--- config.mk ---
export PLATFORM = sky130hd
export DESIGN_NAME = serial_packet_demux_flat
export DESIGN_NICKNAME = d
export VERILOG_FILES = /design/src/rtl/serial_packet_demux_if.sv /design/src/rtl/serial_packet_demux.sv /design/src/flat_wrapper.sv
export SDC_FILE = /design/constraint.sdc
export NUM_CORES = 1
export LEC_CHECK = 0
export ABC_AREA = 1
export BUFFER_PORTS_ARGS = -buffer_cell sky130_fd_sc_hd__buf_2
export CORE_UTILIZATION = 64
export CTS_BUF_LIST = sky130_fd_sc_hd__clkbuf_8
export DETAILED_ROUTE_END_ITERATION = 10
export PLACE_DENSITY = 0.94
export SLEW_MARGIN = 20
export SYNTH_ARGS = -nofsm -noshare
export SYNTH_HDL_FRONTEND = slang
export SYNTH_SLANG_ARGS = --single-unit
--- constraint.sdc ---
create_clock -name clk -period 4.05 [get_ports clk]
set_input_delay 0.6075 -clock clk [delete_from_list [all_inputs] [get_ports clk]]
set_output_delay 0.6075 -clock clk [all_outputs]
set_load 0.02 [all_outputs]
--- src/rtl/serial_packet_demux_if.sv ---
// rtl/serial_packet_demux_if.sv - serial input and per-lane output bundle for serial_packet_demux
interface serial_packet_demux_if #(
    parameter int NUM_CH = 4,
    parameter int CH_W   = $clog2(NUM_CH),
    parameter int LEN_W  = 4
);
    logic              ser_in;
    logic              abort;
    logic [NUM_CH-1:0] ser_out;
    logic [NUM_CH-1:0] ser_out_valid;
    logic              busy;
    logic              done;
    logic              err;
    logic [CH_W-1:0]   cur_ch;
    logic [LEN_W-1:0]  cur_len;

    modport master (
        output ser_in, abort,
        input  ser_out, ser_out_valid, busy, done, err, cur_ch, cur_len
    );

    modport slave (
        input  ser_in, abort,
        output ser_out, ser_out_valid, busy, done, err, cur_ch, cur_len
    );
endinterface

--- src/rtl/serial_packet_demux.sv ---
// rtl/serial_packet_demux.sv - sync hunt, header capture and payload routing to NUM_CH serial lanes
module serial_packet_demux #(
    parameter int                SYNC_W   = 4,
    parameter logic [SYNC_W-1:0] SYNC_PAT = 4'b1101,
    parameter int                NUM_CH   = 4,
    parameter int                CH_W     = $clog2(NUM_CH),
    parameter int                LEN_W    = 4
) (
    input  logic clk,
    input  logic rst,
    serial_packet_demux_if.slave bus
);
    localparam int HW     = CH_W + LEN_W;
    localparam int SCNT_W = $clog2(SYNC_W + 1);
    localparam int HCNT_W = $clog2(HW + 1);
    localparam int CHX_W  = CH_W + 1;

    localparam logic [SCNT_W-1:0] SYNC_FULL = SCNT_W'(SYNC_W);
    localparam logic [SCNT_W-1:0] SYNC_MIN  = SCNT_W'(SYNC_W - 1);
    localparam logic [HCNT_W-1:0] HDR_LAST  = HCNT_W'(HW - 1);
    localparam logic [CHX_W-1:0]  NUM_CH_V  = CHX_W'(NUM_CH);

    typedef enum logic [1:0] {IDLE, HDR, DATA, DONE} state_t;

    state_t              state, state_nxt;
    logic [SYNC_W-1:0]   hist, hist_nxt;
    logic [SCNT_W-1:0]   scnt, scnt_nxt;
    logic [HCNT_W-1:0]   hcnt, hcnt_nxt;
    logic [HW-2:0]       hdr_sh, hdr_sh_nxt;
    logic [LEN_W-1:0]    dcnt, dcnt_nxt;
    logic [CH_W-1:0]     cur_ch_r, cur_ch_nxt;
    logic [LEN_W-1:0]    cur_len_r, cur_len_nxt;

    logic [SYNC_W-1:0]   hist_shift;
    logic [HW-1:0]       hdr_full;
    logic                ch_ok;
    logic                done_c, err_c;

    // The current bit takes part in both the sync compare and the final header edge.
    assign hist_shift = {hist[SYNC_W-2:0], bus.ser_in};
    assign hdr_full   = {hdr_sh, bus.ser_in};
    assign ch_ok      = ({1'b0, cur_ch_r} < NUM_CH_V);

    always_ff @(posedge clk or posedge rst) begin
        if (rst) begin
            state     <= IDLE;
            hist      <= '0;
            scnt      <= '0;
            hcnt      <= '0;
            hdr_sh    <= '0;
            dcnt      <= '0;
            cur_ch_r  <= '0;
            cur_len_r <= '0;
        end else begin
            state     <= state_nxt;
            hist      <= hist_nxt;
            scnt      <= scnt_nxt;
            hcnt      <= hcnt_nxt;
            hdr_sh    <= hdr_sh_nxt;
            dcnt      <= dcnt_nxt;
            cur_ch_r  <= cur_ch_nxt;
            cur_len_r <= cur_len_nxt;
        end
    end

    always_comb begin
        state_nxt   = state;
        hist_nxt    = hist;
        scnt_nxt    = scnt;
        hcnt_nxt    = hcnt;
        hdr_sh_nxt  = hdr_sh;
        dcnt_nxt    = dcnt;
        cur_ch_nxt  = cur_ch_r;
        cur_len_nxt = cur_len_r;
        done_c      = 1'b0;
        err_c       = 1'b0;

        case (state)
            IDLE: begin
                hist_nxt = hist_shift;
                if (scnt != SYNC_FULL) begin
                    scnt_nxt = scnt + 1'b1;
                end
                if ((scnt >= SYNC_MIN) && (hist_shift == SYNC_PAT)) begin
                    state_nxt = HDR;
                    hcnt_nxt  = '0;
                    hist_nxt  = '0;
                    scnt_nxt  = '0;
                end
            end
            HDR: begin
                hdr_sh_nxt = hdr_full[HW-2:0];
                hcnt_nxt   = hcnt + 1'b1;
                if (hcnt == HDR_LAST) begin
                    cur_ch_nxt  = hdr_full[HW-1 -: CH_W];
                    cur_len_nxt = hdr_full[LEN_W-1:0];
                    dcnt_nxt    = '0;
                    state_nxt   = (hdr_full[LEN_W-1:0] == '0) ? DONE : DATA;
                end
            end
            DATA: begin
                dcnt_nxt = dcnt + 1'b1;
                if (dcnt == cur_len_r - 1'b1) begin
                    state_nxt = DONE;
                end
            end
            DONE: begin
                done_c    = 1'b1;
                err_c     = ~ch_ok;
                state_nxt = IDLE;
                hist_nxt  = '0;
                scnt_nxt  = '0;
            end
            default: begin
                state_nxt = IDLE;
            end
        endcase

        // Abort wins over everything, including a header that would complete this edge.
        if (bus.abort) begin
            state_nxt   = IDLE;
            hist_nxt    = '0;
            scnt_nxt    = '0;
            cur_ch_nxt  = cur_ch_r;
            cur_len_nxt = cur_len_r;
            done_c      = 1'b0;
            err_c       = 1'b0;
        end
    end

    always_comb begin
        bus.ser_out       = '0;
        bus.ser_out_valid = '0;
        for (int i = 0; i < NUM_CH; i++) begin
            if ((state == DATA) && ch_ok && (cur_ch_r == CH_W'(i))) begin
                bus.ser_out_valid[i] = 1'b1;
                bus.ser_out[i]       = bus.ser_in;
            end
        end
    end

    assign bus.busy    = (state != IDLE);
    assign bus.done    = done_c;
    assign bus.err     = err_c;
    assign bus.cur_ch  = cur_ch_r;
    assign bus.cur_len = cur_len_r;
endmodule

--- src/flat_wrapper.sv ---
// flat-port wrapper written by rule: the top's interface ports become plain ports
module serial_packet_demux_flat 
#(
    parameter int                SYNC_W   = 4,
    parameter logic [SYNC_W-1:0] SYNC_PAT = 4'b1101,
    parameter int                NUM_CH   = 4,
    parameter int                CH_W     = $clog2(NUM_CH),
    parameter int                LEN_W    = 4
)
  (clk, rst, bus_ser_in, bus_abort, bus_ser_out, bus_ser_out_valid, bus_busy, bus_done, bus_err, bus_cur_ch, bus_cur_len);
  serial_packet_demux_if #(.NUM_CH(NUM_CH), .CH_W(CH_W), .LEN_W(LEN_W)) bus_i ();
  input  logic clk;
  input  logic rst;
  input wire logic [$bits(bus_i.ser_in)-1:0] bus_ser_in;
  input wire logic [$bits(bus_i.abort)-1:0] bus_abort;
  output wire logic [$bits(bus_i.ser_out)-1:0] bus_ser_out;
  output wire logic [$bits(bus_i.ser_out_valid)-1:0] bus_ser_out_valid;
  output wire logic [$bits(bus_i.busy)-1:0] bus_busy;
  output wire logic [$bits(bus_i.done)-1:0] bus_done;
  output wire logic [$bits(bus_i.err)-1:0] bus_err;
  output wire logic [$bits(bus_i.cur_ch)-1:0] bus_cur_ch;
  output wire logic [$bits(bus_i.cur_len)-1:0] bus_cur_len;
  assign bus_i.ser_in = bus_ser_in;
  assign bus_i.abort = bus_abort;
  assign bus_ser_out = bus_i.ser_out;
  assign bus_ser_out_valid = bus_i.ser_out_valid;
  assign bus_busy = bus_i.busy;
  assign bus_done = bus_i.done;
  assign bus_err = bus_i.err;
  assign bus_cur_ch = bus_i.cur_ch;
  assign bus_cur_len = bus_i.cur_len;
  serial_packet_demux #(.SYNC_W(SYNC_W), .SYNC_PAT(SYNC_PAT), .NUM_CH(NUM_CH), .CH_W(CH_W), .LEN_W(LEN_W)) u_core (.clk(clk), .rst(rst), .bus(bus_i));
endmodule
==> results of run 1 <==
==> cells by family (layout without fill, tap and decap cells) <==
group	count (synthesis)	after routing
AOI/OAI and AO/OA	32	32
DFF	26	26
other	1	1
and+or+nand+nor	97	97
adders and majority gates	12	12
buffers and inverters	37	56
==> state kept, by name (all words and copies together), names as in the netlist <==
signal and flops:
u_core.state 2, u_core.hdr_sh 5, u_core.dcnt 4, u_core.bus.cur_ch 2
u_core.scnt 3, u_core.hist 3, u_core.hcnt 3, u_core.bus.cur_len 4
==> worst max path at each step <==
stage / to / slack (ps)
after floorplan: bus_ser_out[0] / 1960
after detailed placement: bus_ser_out[2] / 2160
after global placement: bus_ser_out[2] / 2200
after global routing: bus_ser_out[1] / 1610
after CTS: bus_ser_out[2] / 1830
final: bus_ser_out[1] / 1820
==> worst min-delay path, cell delays in order, from the launching register on <==
cell and delay [ps]:
dfrtp_1 350, nand2_1 40, o21ai_0 60
==> final cells by class <==
class	count	area, um2	area share (%)
clock buffers	3	41.3	2.28
clock inverters	1	30.0	1.66
inverters	33	124	6.85
multi-input cells	142	832	46.0
flip-flops and latches	26	651	36.0
well taps	28	35.0	1.94
repair buffers	19	95.1	5.26
==> power by group through the flow <==
stage / Clock (mW) / Combinational (mW) / Sequential [mW]
5_1_grt: 0.227 / 0.774 / 0.496
3_5_place_dp: 0 / 0.675 / 0.479
6_report: 0.216 / 0.689 / 0.478
3_3_place_gp: 0 / 0.646 / 0.474
4_1_cts: 0.220 / 0.690 / 0.476
2_1_floorplan: 0 / 0.498 / 0.492
==> layer usage <==
metal | track usage (%) | part of all wire, % | vias to the layer above
li1 | - | - | 698
met1 | 37.9 | 44 | 647
met2 | 46.4 | 48 | 38
met3 | 5.22 | 4.7 | 10
met4 | 15.8 | 3.6 | 0
met5 | 0 | 0 | -
==> layout by cell type, fill, tap and decap left out <==
master	n
nand4_2	1
o21ai_2	8
a21oi_4	1
nor2_2	2
nand2_4	1
nand2_2	7
inv_2	8
or2_4	1
dfrtp_1	26
nor3_2	1
nor3_4	1
a32o_1	1
bufinv_16	1
nor4_1	4
nand2_1	43
nor3_1	5
o22ai_1	4
conb_1	1
o21ai_0	6
ha_1	12
o21ai_1	4
clkbuf_8	3
buf_2	19
nor2_1	18
a21oi_1	7
or2_2	1
o211ai_1	1
nand4_1	3
inv_1	25
nand3_1	9
==> metrics, run 1 <==
largest net degree at the start of global routing 27; fin crit period 2230 ps; PortBufs 19; WHS around 490 ps; clock latency on the worst-skew pair 270 ps; slowest stage delay, CP 440 ps; Final Power approximately 1.4 mW; Clock Skew 1.62 ps; xor/xnor cell area share of the yosys netlist 0%; top-count cell post-synth nand2_1; R2R Path End u_core.state[0]; Synth-to-Final Area Change 10.6%; total grt overflow 0; ranking of synthesized cells by area dfrtp_1 40%, nand2_1 9.9%, ha_1 9.2%; EDFF count, synth 0; max cap viols 0; mux share of post-synthesis cell area 0%; syn nets roughly 220; setup TNS 0 ps; slowest stage cell on the critical path dfrtp_1; die width 52.6 um; post-synthesis adder-cell area fraction slightly above 9%; H-tree Lvls 1; Final setup viols 0; CTS resizes 0; critical path type register to primary output; Post-Place Setup Slack 2160 ps; Worst Hold End u_core.hdr_sh[4]; pin slew with the least headroom to its limit 964 ps; post-DP HPWL approximately 2.3 mm; DIE HEIGHT 52.6 um; CTS tree built; Net Sw Frac a little under half; Stages on worst setup path 5; crit-path cells inv_1, ha_1, inv_2, nor4_1, buf_2; critical hold path startpoint u_core.hdr_sh[3]; Slew HR 35.7%; crit path launch u_core.state[0]; Pre-Repair DR Iteration Count 4; Synth warnings 0; async set-or-reset flop fraction in the synthesized netlist 100%; GPL Wtd Cong 0.846; Post-synth top flop dfrtp_1; #FFs+latches synth 26; Post-CTS Setup Bufs 0; worst hold path type register to register; Final period util around 55%; Hold Crit Depth 2; CP required 3440 ps; worst r2r src u_core.state[1]; Placed Area 1740 um2; post-synthesis simple-gate area fraction 28.4%; final wirelength 3.29 mm; WL/cell 13.1 um; Seq/Total Area, Yosys 39.8%; number of antenna violations at the first check in global routing 0; Cell Area, Synth 1640 um2; Net Sw Power ~650 uW; Root Driver clkbuf_8; vias 1393; share of layout cells above drive strength 1 24.6%; RSZ-0062 raised after global routing no; VDD IR max between 0.6 and 0.7 mV; Leak Pwr 0.942 nW; complex-gate fraction of the synthesized area 13.1%; R2R Setup Slk 2190 ps; synth unique cells 30; vias in the first global route 1322; GRT Total Usage between 20 and 30%; Worst setup SP type register; first-pass GRT wire length 5.78 mm; drt drc 0; P per Cell Area 765 nW/um2; largest family of logic cells by synthesized area simple AND/OR/NAND/NOR gates; Data arrival, critical path 1620 ps; crit end category primary output; Commonest cells post-synth 43 x nand2_1, 26 x dfrtp_1, 25 x inv_1; R2R cell count 8; Final Max Slew Viols 0; nets 241; Starting Density 70.5%; antenna-violating nets left 0; worst setup margin 1820 ps; DR iter-0 viols 48; FP Rows 17; Fillers roughly 160; Yosys top cell area share 39.8%; CP delay by family, top buffers and inverters; # IOs 21; Max FO, Critical Path 10; Reg clk slew, reported paths 90 ps; CTS Buf Count 3; status finished, final reports clean; combinational fraction of design power 49.8%; final instance area 1810 um2; Worst Path Buf+Inv 3; Non-Filler Instances 252; Post-CTS Hold Buffers 0; cell count after synthesis 205; Mean Syn Cell Area 7.98 um2; Fin. Hold Viols 0; vias per inst 5.53; largest area contributor in the netlist dfrtp_1; highest clock rate 448 MHz; Core Box Area 2320 um2; clock share of power 15.6%; fin util 78.0%; # diodes 0; Placed Cells around 250; sequential fraction of design power 34.6%; clk buf depth 2; CTS sink cnt 26; Pint 735 uW; full die area roughly 2800 um2
Power figures use the tool's default switching activity.
==> inputs of run 2 (changes only) <==
CORE_UTILIZATION = 59   (was 64)
PLACE_DENSITY = 0.88   (was 0.94)
clock period = 2.19 ns   (was 4.05 ns; I/O delays follow)
==> metrics, run 2 (synthesis results as in run 1) <==
status finished, final reports clean (unchanged); Non-Filler Instances 255 (was 252); combinational fraction of design power 51.7% (was 49.8%); R2R Setup Slk 390 ps (was 2190 ps); clk buf depth 2 (unchanged); CTS resizes 0 (unchanged); die width 54.6 um (was 52.6 um); CP required 1860 ps (was 3440 ps); worst setup margin 190 ps (was 1820 ps); critical path type register to primary output (unchanged); vias in the first global route 1242 (was 1322); Reg clk slew, reported paths 90 ps (about the same); Clock Skew 1.52 ps (was 1.62 ps); setup TNS 0 ps (unchanged); Data arrival, critical path 1670 ps (was 1620 ps); drt drc 0 (unchanged); GPL Wtd Cong 0.822 (was 0.846); Post-CTS Setup Bufs 0 (unchanged); fin crit period 2000 ps; H-tree Lvls 1 (unchanged); full die area 2990 um2 (was 2760 um2); Final Power 2.45 mW (was 1.38 mW); antenna-violating nets left 0 (unchanged); most common cell after layout, fill and taps aside nand2_1 (unchanged); sequential fraction of design power 35.4% (was 34.6%); max FFs per register 5 (unchanged); DIE HEIGHT 54.6 um (was 52.6 um); Pre-Repair DR Iteration Count 4 (unchanged); CTS sink cnt 26 (unchanged); total grt overflow 0 (unchanged); Fin. Hold Viols 0 (unchanged); vias per inst 5.22 (was 5.53); Final Max Slew Viols 0 (unchanged); # diodes 0 (unchanged); VDD IR max 0.871 mV (was 0.623 mV); number of antenna violations at the first check in global routing 0 (unchanged); crit end category primary output (unchanged); WL/cell 12.1 um (was 13.1 um); Synth-to-Final Area Change 10.2% (was 10.6%); Root Driver clkbuf_8 (unchanged); Placed Cells 251 (was 248); PortBufs 19 (unchanged); Net Sw Power 1.17 mW (was 647 uW); crit-path cells inv_1, ha_1, inv_2, nor4_1, buf_2 (unchanged); most frequent cells in the layout 43 x nand2_1, 26 x dfrtp_1, 25 x inv_1 (unchanged); slowest stage cell on the critical path dfrtp_1 (unchanged); Core Box Area 2540 um2 (was 2320 um2); Leak Pwr 0.940 nW (was 0.942 nW); first-pass GRT wire length 5.06 mm (was 5.78 mm); clock share of power 12.9% (was 15.6%); Final setup viols 0 (unchanged); footprint of the multi-input gates 832 um2 (unchanged); max cap viols 0 (unchanged); Final period util 91.3%; Post-Place Setup Slack 426 ps (was 2160 ps); Post-CTS Hold Buffers 0 (unchanged); DR iter-0 viols 22 (was 48); nets 242 (was 241); Starting Density 64.3% (was 70.5%); worst hold path type input port to asynchronous set/reset pin (was register to register); worst r2r src u_core.state[1] (unchanged); largest net degree at the start of global routing 27 (unchanged); Net Sw Frac 47.9% (was 46.8%); P per Cell Area 1360 nW/um2 (was 765 nW/um2); FF/Latch Area 651 um2 (unchanged); highest clock rate about 500 MHz; Max FO, Critical Path 10 (unchanged); Fillers 198 (was 158); Worst setup SP type register (unchanged); CTS Buf Count 3 (unchanged); CP delay by family, top buffers and inverters (unchanged); # IOs 21 (unchanged); R2R Path End u_core.bus.cur_len[2] (was u_core.state[0]); R2R cell count 6 (was 8); Largest Register u_core.hdr_sh (unchanged); Worst Path Buf+Inv 3 (unchanged); clock latency on the worst-skew pair 270 ps (about the same); RSZ-0062 raised after global routing no (unchanged); GRT Total Usage 24.1% (was 29.3%); post-DP HPWL 2.31 mm (was 2.29 mm); CTS tree built (unchanged); final wirelength 3.08 mm (was 3.29 mm); share of layout cells above drive strength 1 24.9% (was 24.6%); vias 1332 (was 1393); slowest stage delay, CP 430 ps (was 440 ps); FP Rows 18 (was 17); Pint 1.28 mW (was 735 uW)
## run 2: how the worst max path moves through the flow
stage	startpoint	end	slack, ps	depth (start not counted)
finish	u_core.state[0]	bus_ser_out[3]	190	5
global route	u_core.state[0]	bus_ser_out[1]	60	5
CTS	u_core.state[0]	bus_ser_out[3]	190	5
detailed placement	u_core.state[1]	u_core.bus.cur_len[2]	430	6
global placement	u_core.state[1]	u_core.bus.cur_len[2]	490	6
floorplan	u_core.state[0]	bus_ser_out[0]	380	4
## run 2: area by class of cell
type | instances | share of cell area (%)
Clock buffer | 4 | 3.06
Inverter | 33 | 6.88
Multi-Input combinational cell | 142 | 46.2
Sequential cell | 26 | 36.1
Tap cell | 30 | 2.08
Timing Repair Buffer | 20 | 5.69
## run 2: power by group through the flow
stage               clock (mW)  sequential, mW  combinational, mW
CTS                      0.320           0.869               1.26
floorplan                    0           0.909              0.921
global placement             0           0.872               1.21
finish                   0.316           0.868               1.27
global route             0.336           0.904               1.46
detailed placement           0           0.879               1.25
## run 2: worst min-delay path, stage by stage
cell	delay, ps
buf_2	90
inv_1	40
buf_4	300
## run 2: metrics by stage
step / cell area (um2) / util, % / hold slack (ps)
4_1_cts: 1800 / 70.8 / 91.3
5_1_grt: 1800 / 70.8 / 136
3_5_place_dp: 1750 / 68.6 / 396
2_1_floorplan: 1640 / - / 369
6_report: 1800 / 70.8 / 84.5
3_3_place_gp: 1750 / 68.6 / 395
## run 2: layer usage
| layer | share of wire (%) | vias up | GRT usage (%) |
|---|---|---|---|
| li1 | - | 703 | - |
| met1 | 49 | 594 | 29.1 |
| met2 | 46 | 30 | 42.4 |
| met3 | 3.4 | 5 | 2.50 |
| met4 | 1.7 | 0 | 11.1 |
| met5 | 0 | - | 0 |
